==> src/rtl/delay_timer_arbiter.sv <==
// delay_timer_arbiter: one shared W-bit tick counter time-multiplexed between
// REQ requesters. A round-robin arbiter picks an owner, loads that owner's
// delay as the count target, counts ticks until the target is reached, and
// then pulses done to the owner for one cycle before re-arbitrating.
module delay_timer_arbiter #(
    parameter int REQ = 4,
    parameter int W   = 6
) (
    input  logic               clk,
    input  logic               reset,
    input  logic               tick,
    input  logic [REQ-1:0]     req,
    input  logic [REQ*W-1:0]   delay,
    output logic [REQ-1:0]     grant,
    output logic [REQ-1:0]     done,
    output logic [W-1:0]       count,
    output logic               busy
);

    localparam int PW = (REQ > 1) ? $clog2(REQ) : 1;

    typedef enum logic [1:0] {
        IDLE = 2'd0,
        RUN  = 2'd1,
        DONE = 2'd2
    } state_t;

    state_t         state;
    state_t         state_next;
    logic [REQ-1:0] grant_next;
    logic [REQ-1:0] done_next;
    logic [W-1:0]   count_next;
    logic [W-1:0]   target;
    logic [W-1:0]   target_next;
    logic [PW-1:0]  ptr;
    logic [PW-1:0]  ptr_next;
    logic [PW-1:0]  owner;
    logic [PW-1:0]  owner_next;
    logic [PW-1:0]  winner;
    logic           found;
    logic [W-1:0]   delay_lane [REQ];

    // Split the packed delay bus into one lane per requester.
    always_comb begin
        for (int i = 0; i < REQ; i++) begin
            delay_lane[i] = delay[i*W +: W];
        end
    end

    // Round-robin search: first set request bit at or above the pointer, wrapping.
    always_comb begin
        found  = 1'b0;
        winner = ptr;
        for (int i = 0; i < REQ; i++) begin
            if (!found && req[(int'(ptr) + i) % REQ]) begin
                found  = 1'b1;
                winner = PW'((int'(ptr) + i) % REQ);
            end
        end
    end

    // Next-state and next-output logic; abort outranks completion while running.
    always_comb begin
        state_next  = state;
        grant_next  = grant;
        done_next   = '0;
        count_next  = count;
        target_next = target;
        ptr_next    = ptr;
        owner_next  = owner;
        case (state)
            IDLE: begin
                if (found) begin
                    state_next         = RUN;
                    grant_next         = '0;
                    grant_next[winner] = 1'b1;
                    target_next        = delay_lane[winner];
                    count_next         = '0;
                    owner_next         = winner;
                    ptr_next           = (winner == PW'(REQ - 1)) ? '0 : winner + 1'b1;
                end
            end
            RUN: begin
                if (!req[owner]) begin
                    state_next = IDLE;
                    grant_next = '0;
                    count_next = '0;
                end else if (count == target) begin
                    state_next = DONE;
                    done_next  = grant;
                end else if (tick) begin
                    count_next = count + 1'b1;
                end
            end
            DONE: begin
                state_next = IDLE;
                grant_next = '0;
                count_next = '0;
            end
            default: begin
                state_next = IDLE;
                grant_next = '0;
                count_next = '0;
            end
        endcase
    end

    // State and output registers with synchronous active-low reset.
    always_ff @(posedge clk) begin
        if (!reset) begin
            state  <= IDLE;
            grant  <= '0;
            done   <= '0;
            count  <= '0;
            target <= '0;
            ptr    <= '0;
            owner  <= '0;
        end else begin
            state  <= state_next;
            grant  <= grant_next;
            done   <= done_next;
            count  <= count_next;
            target <= target_next;
            ptr    <= ptr_next;
            owner  <= owner_next;
        end
    end

    assign busy = (state != IDLE);

endmodule
==> config.mk <==
export PLATFORM = sky130hd
export DESIGN_NAME = delay_timer_arbiter
export DESIGN_NICKNAME = d
export VERILOG_FILES = /design/src/rtl/delay_timer_arbiter.sv
export SDC_FILE = /design/constraint.sdc
export NUM_CORES = 1
export LEC_CHECK = 0
export CORE_MARGIN = 1
export CORE_UTILIZATION = 49
export DETAILED_ROUTE_END_ITERATION = 16
export PLACE_DENSITY_LB_ADDON = 0.05
export SLEW_MARGIN = 20
export SYNTH_ARGS = -nofsm -noshare
export SYNTH_HDL_FRONTEND = slang
export SYNTH_SLANG_ARGS = --single-unit
export TNS_END_PERCENT = 100
==> constraint.sdc <==
create_clock -name clk -period 4.4 [get_ports clk]
set_input_delay 0.44 -clock clk [delete_from_list [all_inputs] [get_ports clk]]
set_output_delay 0.44 -clock clk [all_outputs]
set_load 0.1 [all_outputs]
==> summary.txt, run 1 <==
Outcome
  – Status: finished clean

Setup path
  – Worst reg2reg path depth: 7
  – Startpoint class of the critical path: register
  – Critical R2R Launch: ptr[1]$_SDFFE_PN0P_
  – Levels on crit path: 3
  – Cells along the critical path: nor2_1, inv_1, clkdlybuf4s50_1
  – CP Data Required Time: 3.96 ns
  – Worst Setup EP: busy
  – Worst R2R Setup Slack: 2.22 ns
  – Crit Path Category: reg -> out
  – Largest delay share family, worst path: buffers and inverters
  – Crit-path max cell delay: 1.16 ns
  – Arr. time, crit path: 2.15 ns
  – Crit path buffers/inverters: 2
  – Slowest CP cell: clkdlybuf4s50_1
  – Reg-to-Reg End: ptr[1]$_SDFFE_PN0P_
  – Crit. End Element: primary output
  – Critical-path maximum fanout: 4
  – Crit path launch: state[1]$_SDFFE_PN0P_

Flow run
  – Max_cap viols: 0

CTS
  – CTS max path bufs: 2
  – Post-CTS Setup Bufs: 0
  – Cts bufs inserted: 3
  – Clock latency on the worst-skew pair: 0.31 ns
  – # resized after CTS: 0
  – CTS tree: built
  – Clock sinks: 26
  – Clock Tree Root: clkbuf_4
  – Post-CTS Hold Buffers: 0
  – CTS H-tree depth: 1
  – Clock slew at reported path FFs: 0.13 ns

Power
  – Combinational share of power: 45.0%
  – Total chip power: 0.000709 W
  – Internal Power: 0.000422 W
  – Max VDD drop: 0.304 mV
  – Power density cells: 369 nW/um^2
  – Clock network power share: 13.7%
  – P_sw: 0.000287 W
  – Sw frac: 40.5%
  – Leakage: 0.766 nW
  – Seq pwr share: 41.2%

STA
  – Fmax: 0.387 GHz
  – Minimum clock period: 2.59 ns
  – RSZ-0062 raised after global routing: no
  – Final hold violation count: 0
  – Period utilisation layout: 58.8%
  – Setup TNS: 0 ns
  – Clock Skew: 0.00144 ns
  – Least-Margin Pin Slew: 0.996 ns
  – Final setup viols: 0
  – Max-slew headroom: 33.6%
  – Final Max Slew Viols: 0

Die
  – Die H: 56.3 microns
  – Ports: 46
  – Die footprint: 3170 sq um
  – Initial Util: 51.9%
  – Core ar.: 2780 sq um
  – FP Rows: 19
  – Die width: 56.3 microns

Final layout
  – Layout cells sized above 1: 8.25%
  – Area of the multi-input gates: 852 sq um
  – Ant. Diodes: 0
  – Nets: 232
  – # fillers: 239
  – Area grow syn2layout: 33.1%
  – Register area: 520 sq um

Detailed routing
  – Via Count: 1265
  – Drt first-iter violations: 67
  – WL/cell: 13.9 microns
  – Drt pass-1 iters: 4
  – Final WL: 3120 microns
  – DRC: 0
  – Remaining antenna violation count: 0
  – Vias/cell: 5.62

Placement
  – Placer Congestion: 0.752
  – I/O Buffers: 45
  – Final HPWL from detailed placement: 2430 microns

GRT
  – Vias in the first global route: 1225
  – Largest net degree at the start of global routing: 18
  – Global-route wire length before repair: 5200 microns
  – Initial antenna violation count: 0
  – GRT overflow: 0
  – Total global-route track usage: 20.4%

Synthesis
  – Seq/Total Area, Yosys: 36.0%
  – Synthesized area: 1440 sq um
  – FF+latch count, synth: 26
  – Net Count, Synth: 186
  – Synth top area cells: dfxtp_1 36%, mux2i_1 9.0%, ha_1 4.3%
  – Avg Inst Size Synth: 9.63 sq um
  – Post-synth top area cell: dfxtp_1
  – Area fraction of the dominant cell type after synthesis: 36.0%
  – Post-synthesis cell count: 150
  – Library cells used by synthesis: 36
  – Ys Warns: 0

Worst hold path
  – HP Class: reg -> reg
-- cells in the mapped netlist (all sizes together) --
cell type / n
a32o: 4
a2111oi: 3
nand3: 9
mux2i: 13
o221ai: 7
clkbuf: 2
dfxtp: 26
xnor2: 4
nor2: 9
inv: 10
ha: 5
a21oi: 9
nor2b: 3
o21a: 3
and3: 1
nor3: 2
nor4: 1
buf: 2
a31oi: 2
nand2: 11
o211ai: 1
nand4b: 1
or4: 1
o21ai: 5
and2: 6
or3: 1
a211oi: 3
xor2: 6
-- layer usage --
| layer | vias up | share of wire [%] | track usage [%] |
|---|---|---|---|
| li1 | 634 | - | - |
| met1 | 594 | 47 | 24.9 |
| met2 | 35 | 48 | 36.6 |
| met3 | 2 | 4.0 | 4.15 |
| met4 | 0 | 0.61 | 4.88 |
| met5 | - | 0 | 0 |
-- through the flow --
step,std cells,instance area (sq um),hold WS [ns],setup WS [ns],util [%]
2_1_floorplan,150,1440,0.474,2.14,-
3_3_place_gp,222,1900,0.480,1.75,68.3
3_5_place_dp,222,1900,0.484,1.63,68.3
4_1_cts,225,1920,0.508,1.81,69.1
5_1_grt,225,1920,0.514,1.74,69.1
6_report,225,1920,0.507,1.81,69.1
-- layout by cell type (no fill, tap or decap), drive strengths merged, types with 2 or more instances in the layout --
cell            n
a2111oi         3
a211oi          3
a21oi           9
a31oi           2
a32o            4
and2            6
clkbuf          3
clkdlybuf4s50  45
dfxtp          26
ha              5
inv            10
mux2i          13
nand2          11
nand3           9
nor2            9
nor2b           3
nor3            2
o21a            3
o21ai           5
o221ai          7
xnor2           4
xor2            6
-- worst register-to-register path, delay by kind of cell (launching register included) --
family	cells	cell delay (ns)
compound gates	3	0.97
flops	1	0.39
fa+ha+maj	1	0.33
simple gates	2	0.25
buf+inv	1	0.18
-- registers in the layout, indices dropped and copies added (netlist names) --
name and flops:
count 6, owner 2, grant 4, state 2, ptr 2, done 4
target 6
-- power by group through the flow --
| stage | clock network (W) | logic [W] | registers [W] |
|---|---|---|---|
| after floorplan | 0 | 0.000205 | 0.000335 |
| after global placement | 0 | 0.000310 | 0.000297 |
| after detailed placement | 0 | 0.000317 | 0.000298 |
| after CTS | 0.000101 | 0.000320 | 0.000292 |
| after global routing | 0.000107 | 0.000344 | 0.000297 |
| final | 0.0000973 | 0.000319 | 0.000293 |
-- how the worst min path moves through the flow --
stage	to	depth (start not counted)	slack (ns)	start
2_1_floorplan	target[0]$_SDFFE_PN0P_	2	0.47	target[0]$_SDFFE_PN0P_
6_report	done[1]$_SDFF_PN0_	1	0.51	grant[1]$_SDFFE_PN0P_
3_5_place_dp	done[1]$_SDFF_PN0_	1	0.48	grant[1]$_SDFFE_PN0P_
4_1_cts	done[1]$_SDFF_PN0_	1	0.51	grant[1]$_SDFFE_PN0P_
3_3_place_gp	grant[3]$_SDFFE_PN0P_	1	0.48	grant[3]$_SDFFE_PN0P_
5_1_grt	done[1]$_SDFF_PN0_	1	0.51	grant[1]$_SDFFE_PN0P_
-- cells by family (layout without fill, tap and decap cells) --
logic type,after synthesis,after routing,synth area share (%)
DFF,26,26,36.0
and+or+nand+nor,45,45,18.2
buffers and inverters,14,58,4.94
adders and majority gates,5,5,4.33
muxes,13,13,9.01
xor gates and xnor gates,10,10,6.07
AOI/OAI and AO/OA,37,37,21.4
-- area by class of cell --
class / instances / share of cell area, %
multi-input combinational: 110 / 44.3
sequential: 26 / 27.1
timing repair buffer: 45 / 23.4
tap: 31 / 2.02
inverter: 10 / 1.95
clock buffer: 3 / 1.17
Note: power is estimated with default switching activity, not from simulation.
==> inputs of run 2 (changes only) <==
--- a/config.mk
+++ b/config.mk
@@ -6,7 +6,7 @@
 export NUM_CORES = 1
 export LEC_CHECK = 0
 export CORE_MARGIN = 1
-export CORE_UTILIZATION = 49
+export CORE_UTILIZATION = 41
 export DETAILED_ROUTE_END_ITERATION = 16
 export PLACE_DENSITY_LB_ADDON = 0.05
 export SLEW_MARGIN = 20
==> constraint.sdc (replaced) <==
create_clock -name clk -period 2.1 [get_ports clk]
set_input_delay 0.21 -clock clk [delete_from_list [all_inputs] [get_ports clk]]
set_output_delay 0.21 -clock clk [all_outputs]
set_load 0.1 [all_outputs]
==> run 2 against run 1 <==
  * Clock-buffer cell count unchanged
  * First-iteration DRC count rose by 1.5%
  * Die area grew 19%
  * Non-clock buffer count grew 2
  * Routed wire length down 0.96%
  * Sequential cell count is the same
  * Register-to-register slack got worse by 1.8 ns
  * Clock skew about the same
  * Final area grew 0.72%
  * Via count is 1.4% lower
  * Setup slack lost 1.5 ns
  * Critical path type is now in -> reg
  * Critical endpoint is now grant[0]$_SDFFE_PN0P_
  * Largest cell class unchanged
==> summary.txt, run 2 (synthesized netlist as in run 1, its figures left out) <==
Placement
  – I/O Buffers: 45 (unchanged)
  – Placer Congestion: 0.735 (-2.2%)
  – Dpl cell area: 1910 sq um (+0.72%)
  – Final HPWL from detailed placement: 2410 microns (-0.88%)

Die
  – Initial Util: 42.9% (-9.0 points)
  – Die width: 61.3 microns (+9.0%)
  – FP Rows: 21 (+2)
  – Die footprint: 3760 sq um (+19%)
  – Ports: 46 (unchanged)
  – Die H: 61.3 microns (+9.0%)
  – Core ar.: 3360 sq um (+21%)

Final layout
  – Top flop regs: count (6), target (6)
  – # fillers: 355 (+49%)
  – Commonest cells after routing, fill and taps aside: 30 x clkdlybuf4s50_1, 22 x dfxtp_1, 16 x buf_4
  – Nets: 234 (+0.86%)
  – Commonest non-fill, non-tap cell in the layout: clkdlybuf4s50_1
  – Final Cell Area: 1940 sq um (+0.72%)
  – Ant. Diodes: 0 (unchanged)
  – Area grow syn2layout: 34.1%
  – Layout cells sized above 1: 18.9% (+11 points)
  – Final Core Density: 57.6% (-12 points)

Detailed routing
  – Remaining antenna violation count: 0 (unchanged)
  – Vias/cell: 5.15 (-8.3%)
  – Drt pass-1 iters: 4 (unchanged)
  – Final WL: 3090 microns (-0.96%)
  – Drt first-iter violations: 68 (+1.5%)
  – WL/cell: 12.8 microns (-7.9%)
  – Via Count: 1247 (-1.4%)
  – DRC: 0 (unchanged)

Power
  – Leakage: 0.812 nW (+6.0%)
  – Total chip power: 0.00150 W (+110%)
  – Max VDD drop: 0.486 mV (+60%)
  – Power density cells: 775 nW/um^2 (+110%)

CTS
  – Post-CTS Hold Buffers: 0 (unchanged)
  – Clock sinks: 26 (unchanged)
  – Clock Tree Root: clkbuf_4
  – CTS tree: built
  – CTS H-tree depth: 1 (unchanged)
  – Post-CTS Setup Bufs: 0 (unchanged)
  – CTS max path bufs: 2 (unchanged)
  – Clock latency on the worst-skew pair: 0.31 ns (about the same)
  – Clock slew at reported path FFs: 0.13 ns (about the same)
  – Cts bufs inserted: 3 (unchanged)
  – # resized after CTS: 0 (unchanged)

STA
  – Worst hold margin: 0.497 ns (-0.00905 ns)
  – Setup TNS: 0 ns (unchanged)
  – Clock Skew: 0.00115 ns (-0.000291 ns)
  – Final Max Slew Viols: 0 (unchanged)
  – Max-slew headroom: 59.4% (+26 points)
  – Least-Margin Pin Slew: 0.606 ns (-0.389 ns)
  – Minimum clock period: 1.74 ns
  – Final setup viols: 0 (unchanged)
  – Period utilisation layout: 82.9%
  – RSZ-0062 raised after global routing: no
  – Fmax: 0.574 GHz
  – Final hold violation count: 0 (unchanged)

Worst hold path
  – HP Class: reg -> reg
  – Hold worst-path end: done[2]$_SDFF_PN0_
  – Hold Crit Depth: 1 (unchanged)
  – Min-delay src: grant[2]$_SDFFE_PN0P_

Setup path
  – Reg-to-Reg End: done[0]$_SDFF_PN0_
  – Worst R2R Setup Slack: 0.46 ns (-1.76 ns)
  – Crit path buffers/inverters: 1 (-1)
  – Arr. time, crit path: 2.00 ns (-0.15 ns)
  – Startpoint class of the critical path: input pin
  – Cells along the critical path: clkdlybuf4s50_1, or4_4, nor2_1, o21a_1, a32o_1
  – Crit-path max cell delay: 0.60 ns (-0.56 ns)
  – Largest delay share family, worst path: simple AND/OR/NAND/NOR gates
  – CP Data Required Time: 2.36 ns (-1.60 ns)
  – Critical-path maximum fanout: 8 (+4)
  – Crit Path Category: in -> reg
  – Worst reg2reg path depth: 5 (-2)
  – Critical R2R Launch: count[3]$_SDFFE_PN0P_
  – Slowest CP cell: or4_4
  – Crit. End Element: register

GRT
  – Initial antenna violation count: 0 (unchanged)
  – Largest net degree at the start of global routing: 18 (unchanged)
  – Vias in the first global route: 1142 (-6.8%)
  – Global-route wire length before repair: 5050 microns (-2.8%)
  – Total global-route track usage: 17.9% (-2.5 points)
  – GRT overflow: 0 (unchanged)

Outcome
  – Status: finished clean

Flow run
  – Max_cap viols: 0 (unchanged)
[run 2: cell count changes in the layout (fill, tap and decap cells not counted), sizes merged]
| cell | delta |
|---|---|
| buf | +17 |
| clkdlybuf4s50 | -15 |
[run 2: power by group]
group / internal, W / switching [W]
registers: 0.000557 / 0.0000554
clock network: 0.0000670 / 0.000138
logic: 0.000277 / 0.000406
[run 2: final cells by class]
class	instances	area (sq um)	share of cell area [%]
Clock buffer	3	22.5	1.16
Inverter	10	37.5	1.94
Multi-Input combinational cell	110	852	44.0
Sequential cell	26	526	27.1
Tap cell	46	57.6	2.97
Timing Repair Buffer	47	440	22.8
[run 2: metal layers]
metal	track usage (%)	vias up	part of all wire (%)
met3	2.73	2	5.0
met2	28.1	33	45
met1	25.3	573	49
li1	-	639	-
met4	5.71	0	0.74
met5	0	-	0
[run 2: through the flow]
step / setup WS, ns / cells
3_3_place_gp: 0.0700 / 239
4_1_cts: 0.364 / 242
6_report: 0.358 / 242
2_1_floorplan: 0.0548 / 150
5_1_grt: 0.252 / 242
3_5_place_dp: 0.0337 / 239
[run 2: how the worst max path moves through the flow]
stage / from / to / slack, ns / cells past startpoint
after floorplan: count[4]$_SDFFE_PN0P_ / done[0]$_SDFF_PN0_ / 0.05 / 5
after global placement: req[0] / ptr[1]$_SDFFE_PN0P_ / 0.07 / 8
after detailed placement: req[3] / grant[0]$_SDFFE_PN0P_ / 0.03 / 5
after CTS: req[3] / grant[0]$_SDFFE_PN0P_ / 0.36 / 5
after global routing: req[0] / ptr[1]$_SDFFE_PN0P_ / 0.25 / 8
final: req[3] / grant[0]$_SDFFE_PN0P_ / 0.36 / 5
==> inputs of run 3 (changes only) <==
==> constraint.sdc (replaced) <==
create_clock -name clk -period 1.5 [get_ports clk]
set_input_delay 0.15 -clock clk [delete_from_list [all_inputs] [get_ports clk]]
set_output_delay 0.15 -clock clk [all_outputs]
set_load 0.1 [all_outputs]
==> run 3 against run 2 <==
  * The flow now finishes with violations (negative setup slack)
  * Via count grew 17%
  * Power up 89%
  * Core utilization is 21 points higher
  * Global-route usage rose by 7.4 points
  * Largest power group unchanged
  * Highest routed layer unchanged
==> summary.txt, run 3 (synthesized netlist as in run 1, its figures left out) <==
GRT
  – Vias in the first global route: 1481 (+30%)
  – Total global-route track usage: 25.3% (+7.4 points)
  – GRT overflow: 0 (unchanged)
  – Initial antenna violation count: 0 (unchanged)
  – Global-route wire length before repair: 6910 microns (+37%)
  – Largest net degree at the start of global routing: 16 (-2)

Setup path
  – Crit. End Element: register
  – Crit Path Category: reg -> reg
  – Cells along the critical path: nor2b_2, o21a_1, a21oi_4, buf_12, buf_6, mux2i_1, o221ai_1
  – CP Data Required Time: 1.72 ns (-0.64 ns)
  – Arr. time, crit path: 1.77 ns (-0.23 ns)
  – Slowest CP cell: dfxtp_4
  – Largest delay share family, worst path: compound AO/OA/AOI/OAI gates
  – Crit-path max cell delay: 0.40 ns (-0.20 ns)
  – Critical-path maximum fanout: 8 (unchanged)
  – Startpoint class of the critical path: register
  – Crit path buffers/inverters: 2 (+1)

Power
  – Total chip power: 0.00284 W (+89%)
  – Max VDD drop: 0.702 mV (+45%)
  – Internal Power: 0.00169 W (+88%)
  – Sw frac: 40.5% (+0.48 points)
  – Combinational share of power: 52.4% (+6.9 points)
  – Seq pwr share: 32.1% (-8.7 points)
  – Power density cells: 1080 nW/um^2 (+39%)
  – Clock network power share: 15.4% (+1.7 points)
  – Leakage: 1.04 nW (+28%)
  – P_sw: 0.00115 W (+92%)

CTS
  – Clock sinks: 26 (unchanged)
  – Post-CTS Hold Buffers: 0 (unchanged)
  – Clock slew at reported path FFs: 0.16 ns (+0.03 ns)
  – Cts bufs inserted: 3 (unchanged)
  – CTS H-tree depth: 1 (unchanged)
  – CTS max path bufs: 2 (unchanged)
  – Clock latency on the worst-skew pair: 0.33 ns (+0.02 ns)
  – Clock Tree Root: clkbuf_4
  – CTS tree: built

Final layout
  – # fillers: 238 (-33%)
  – Area of the multi-input gates: 1090 sq um (+28%)
  – Final Cell Area: 2640 sq um (+37%)
  – Commonest non-fill, non-tap cell in the layout: clkdlybuf4s50_1
  – Ant. Diodes: 0 (unchanged)
  – Layout cells sized above 1: 46.8% (+28 points)
  – Commonest cells after routing, fill and taps aside: 26 x clkdlybuf4s50_1, 22 x buf_4, 17 x buf_12
  – Nets: 259 (+11%)
  – Top flop regs: count (6), target (6)
  – Register area: 557 sq um (+6.0%)
  – Area grow syn2layout: 83.0%

Die
  – Ports: 46 (unchanged)
  – Die width: 61.3 microns (unchanged)
  – Die footprint: 3760 sq um (unchanged)
  – Core ar.: 3360 sq um (unchanged)
  – Die H: 61.3 microns (unchanged)
  – Initial Util: 42.9% (unchanged)
  – FP Rows: 21 (unchanged)

Detailed routing
  – Vias/cell: 5.44 (+5.6%)
  – WL/cell: 17.6 microns (+38%)
  – DRC: 0 (unchanged)
  – Drt pass-1 iters: 4 (unchanged)
  – Drt first-iter violations: 112 (+65%)
  – Remaining antenna violation count: 0 (unchanged)
  – Final WL: 4720 microns (+53%)
  – Via Count: 1458 (+17%)

STA
  – Least-Margin Pin Slew: 0.494 ns (-0.112 ns)
  – RSZ-0062 raised after global routing: yes
  – Final hold violation count: 0 (unchanged)
  – Clock Skew: 0.0119 ns (+0.0108 ns)
  – Max-slew headroom: 67.0% (+7.5 points)
  – Setup TNS: -0.254 ns (-0.254 ns)
  – Period utilisation layout: 104%
  – Minimum clock period: 1.56 ns
  – Fmax: 0.643 GHz
  – Final WS setup: -0.0553 ns (-0.414 ns)
  – Final Max Slew Viols: 0 (unchanged)
  – Final setup viols: 10 (+10)

Placement
  – Placer Congestion: 0.770 (+4.7%)
  – Final HPWL from detailed placement: 2870 microns (+19%)
  – Dpl cell area: 2270 sq um (+19%)
  – Setup WS pre-CTS: -0.520 ns (-0.554 ns)
  – I/O Buffers: 45 (unchanged)

Worst hold path
  – HP Class: in -> reg

Flow run
  – Max_cap viols: 0 (unchanged)

Outcome
  – Status: finished, violations left
  – Failing checks: negative setup slack
-- run 3: changes by cell type in the layout (fill, tap and decap cells not counted), moves of 6 or more --
| cell | previous run | this run |
|---|---|---|
| dfxtp_1 | 22 | 13 |
| buf_12 | 1 | 17 |
| dfxtp_4 | 0 | 8 |
| buf_4 | 16 | 22 |
-- run 3: per-stage QoR --
| step | std cells | hold WS (ns) | util (%) |
|---|---|---|---|
| 6_report | 268 | 0.482 | 78.6 |
| 5_1_grt | 268 | 0.486 | 78.6 |
| 4_1_cts | 264 | 0.482 | 75.1 |
| 3_5_place_dp | 256 | 0.505 | 67.6 |
| 3_3_place_gp | 256 | 0.500 | 67.6 |
| 2_1_floorplan | 150 | 0.324 | - |
-- run 3: final timing paths --
check	from	endpoint	slack (ns)	cells past startpoint
worst max-delay path	ptr[0]$_SDFFE_PN0P_	target[1]$_SDFFE_PN0P_	-0.06	7
worst min-delay path	delay[15]	target[3]$_SDFFE_PN0P_	0.48	3
worst max register to register	ptr[0]$_SDFFE_PN0P_	target[1]$_SDFFE_PN0P_	-0.06	7
worst min register to register	target[2]$_SDFFE_PN0P_	target[2]$_SDFFE_PN0P_	0.54	2
-- run 3: tightest hold or removal path, stage by stage --
cell and delay, ns:
clkdlybuf4s50_1 0.39, mux2i_1 0.13, o221ai_1 0.11
-- run 3: final cells by class --
cell class | instances | area share [%]
multi-input cells | 110 | 41.4
repair buffers | 72 | 31.7
flip-flops and latches | 26 | 21.1
well taps | 46 | 2.18
inverters | 10 | 1.85
clock buffers | 4 | 1.80
-- run 3: per-layer routing --
layer	GRT usage (%)	vias to the layer above	routed length (microns)
met3	3.78	11	155
met2	46.6	48	2570
met1	30.7	712	1890
li1	-	687	-
met5	0	-	0
met4	6.35	0	110
-- run 3: what timing repair did --
action                     in CTS  in global routing
gates cloned                    1                  0
buffers inserted                3                  5
resized for setup              37                 22
pin swaps                       8                  6
setup endpoints to repair      23                 23
-- run 3: power by group through the flow --
stage	sequential (W)	combinational, W	clock (W)
after CTS	0.000894	0.00135	0.000428
after detailed placement	0.000882	0.00116	0
after floorplan	0.000984	0.000628	0
final	0.000913	0.00149	0.000438
after global routing	0.000924	0.00157	0.000463
after global placement	0.000874	0.00113	0
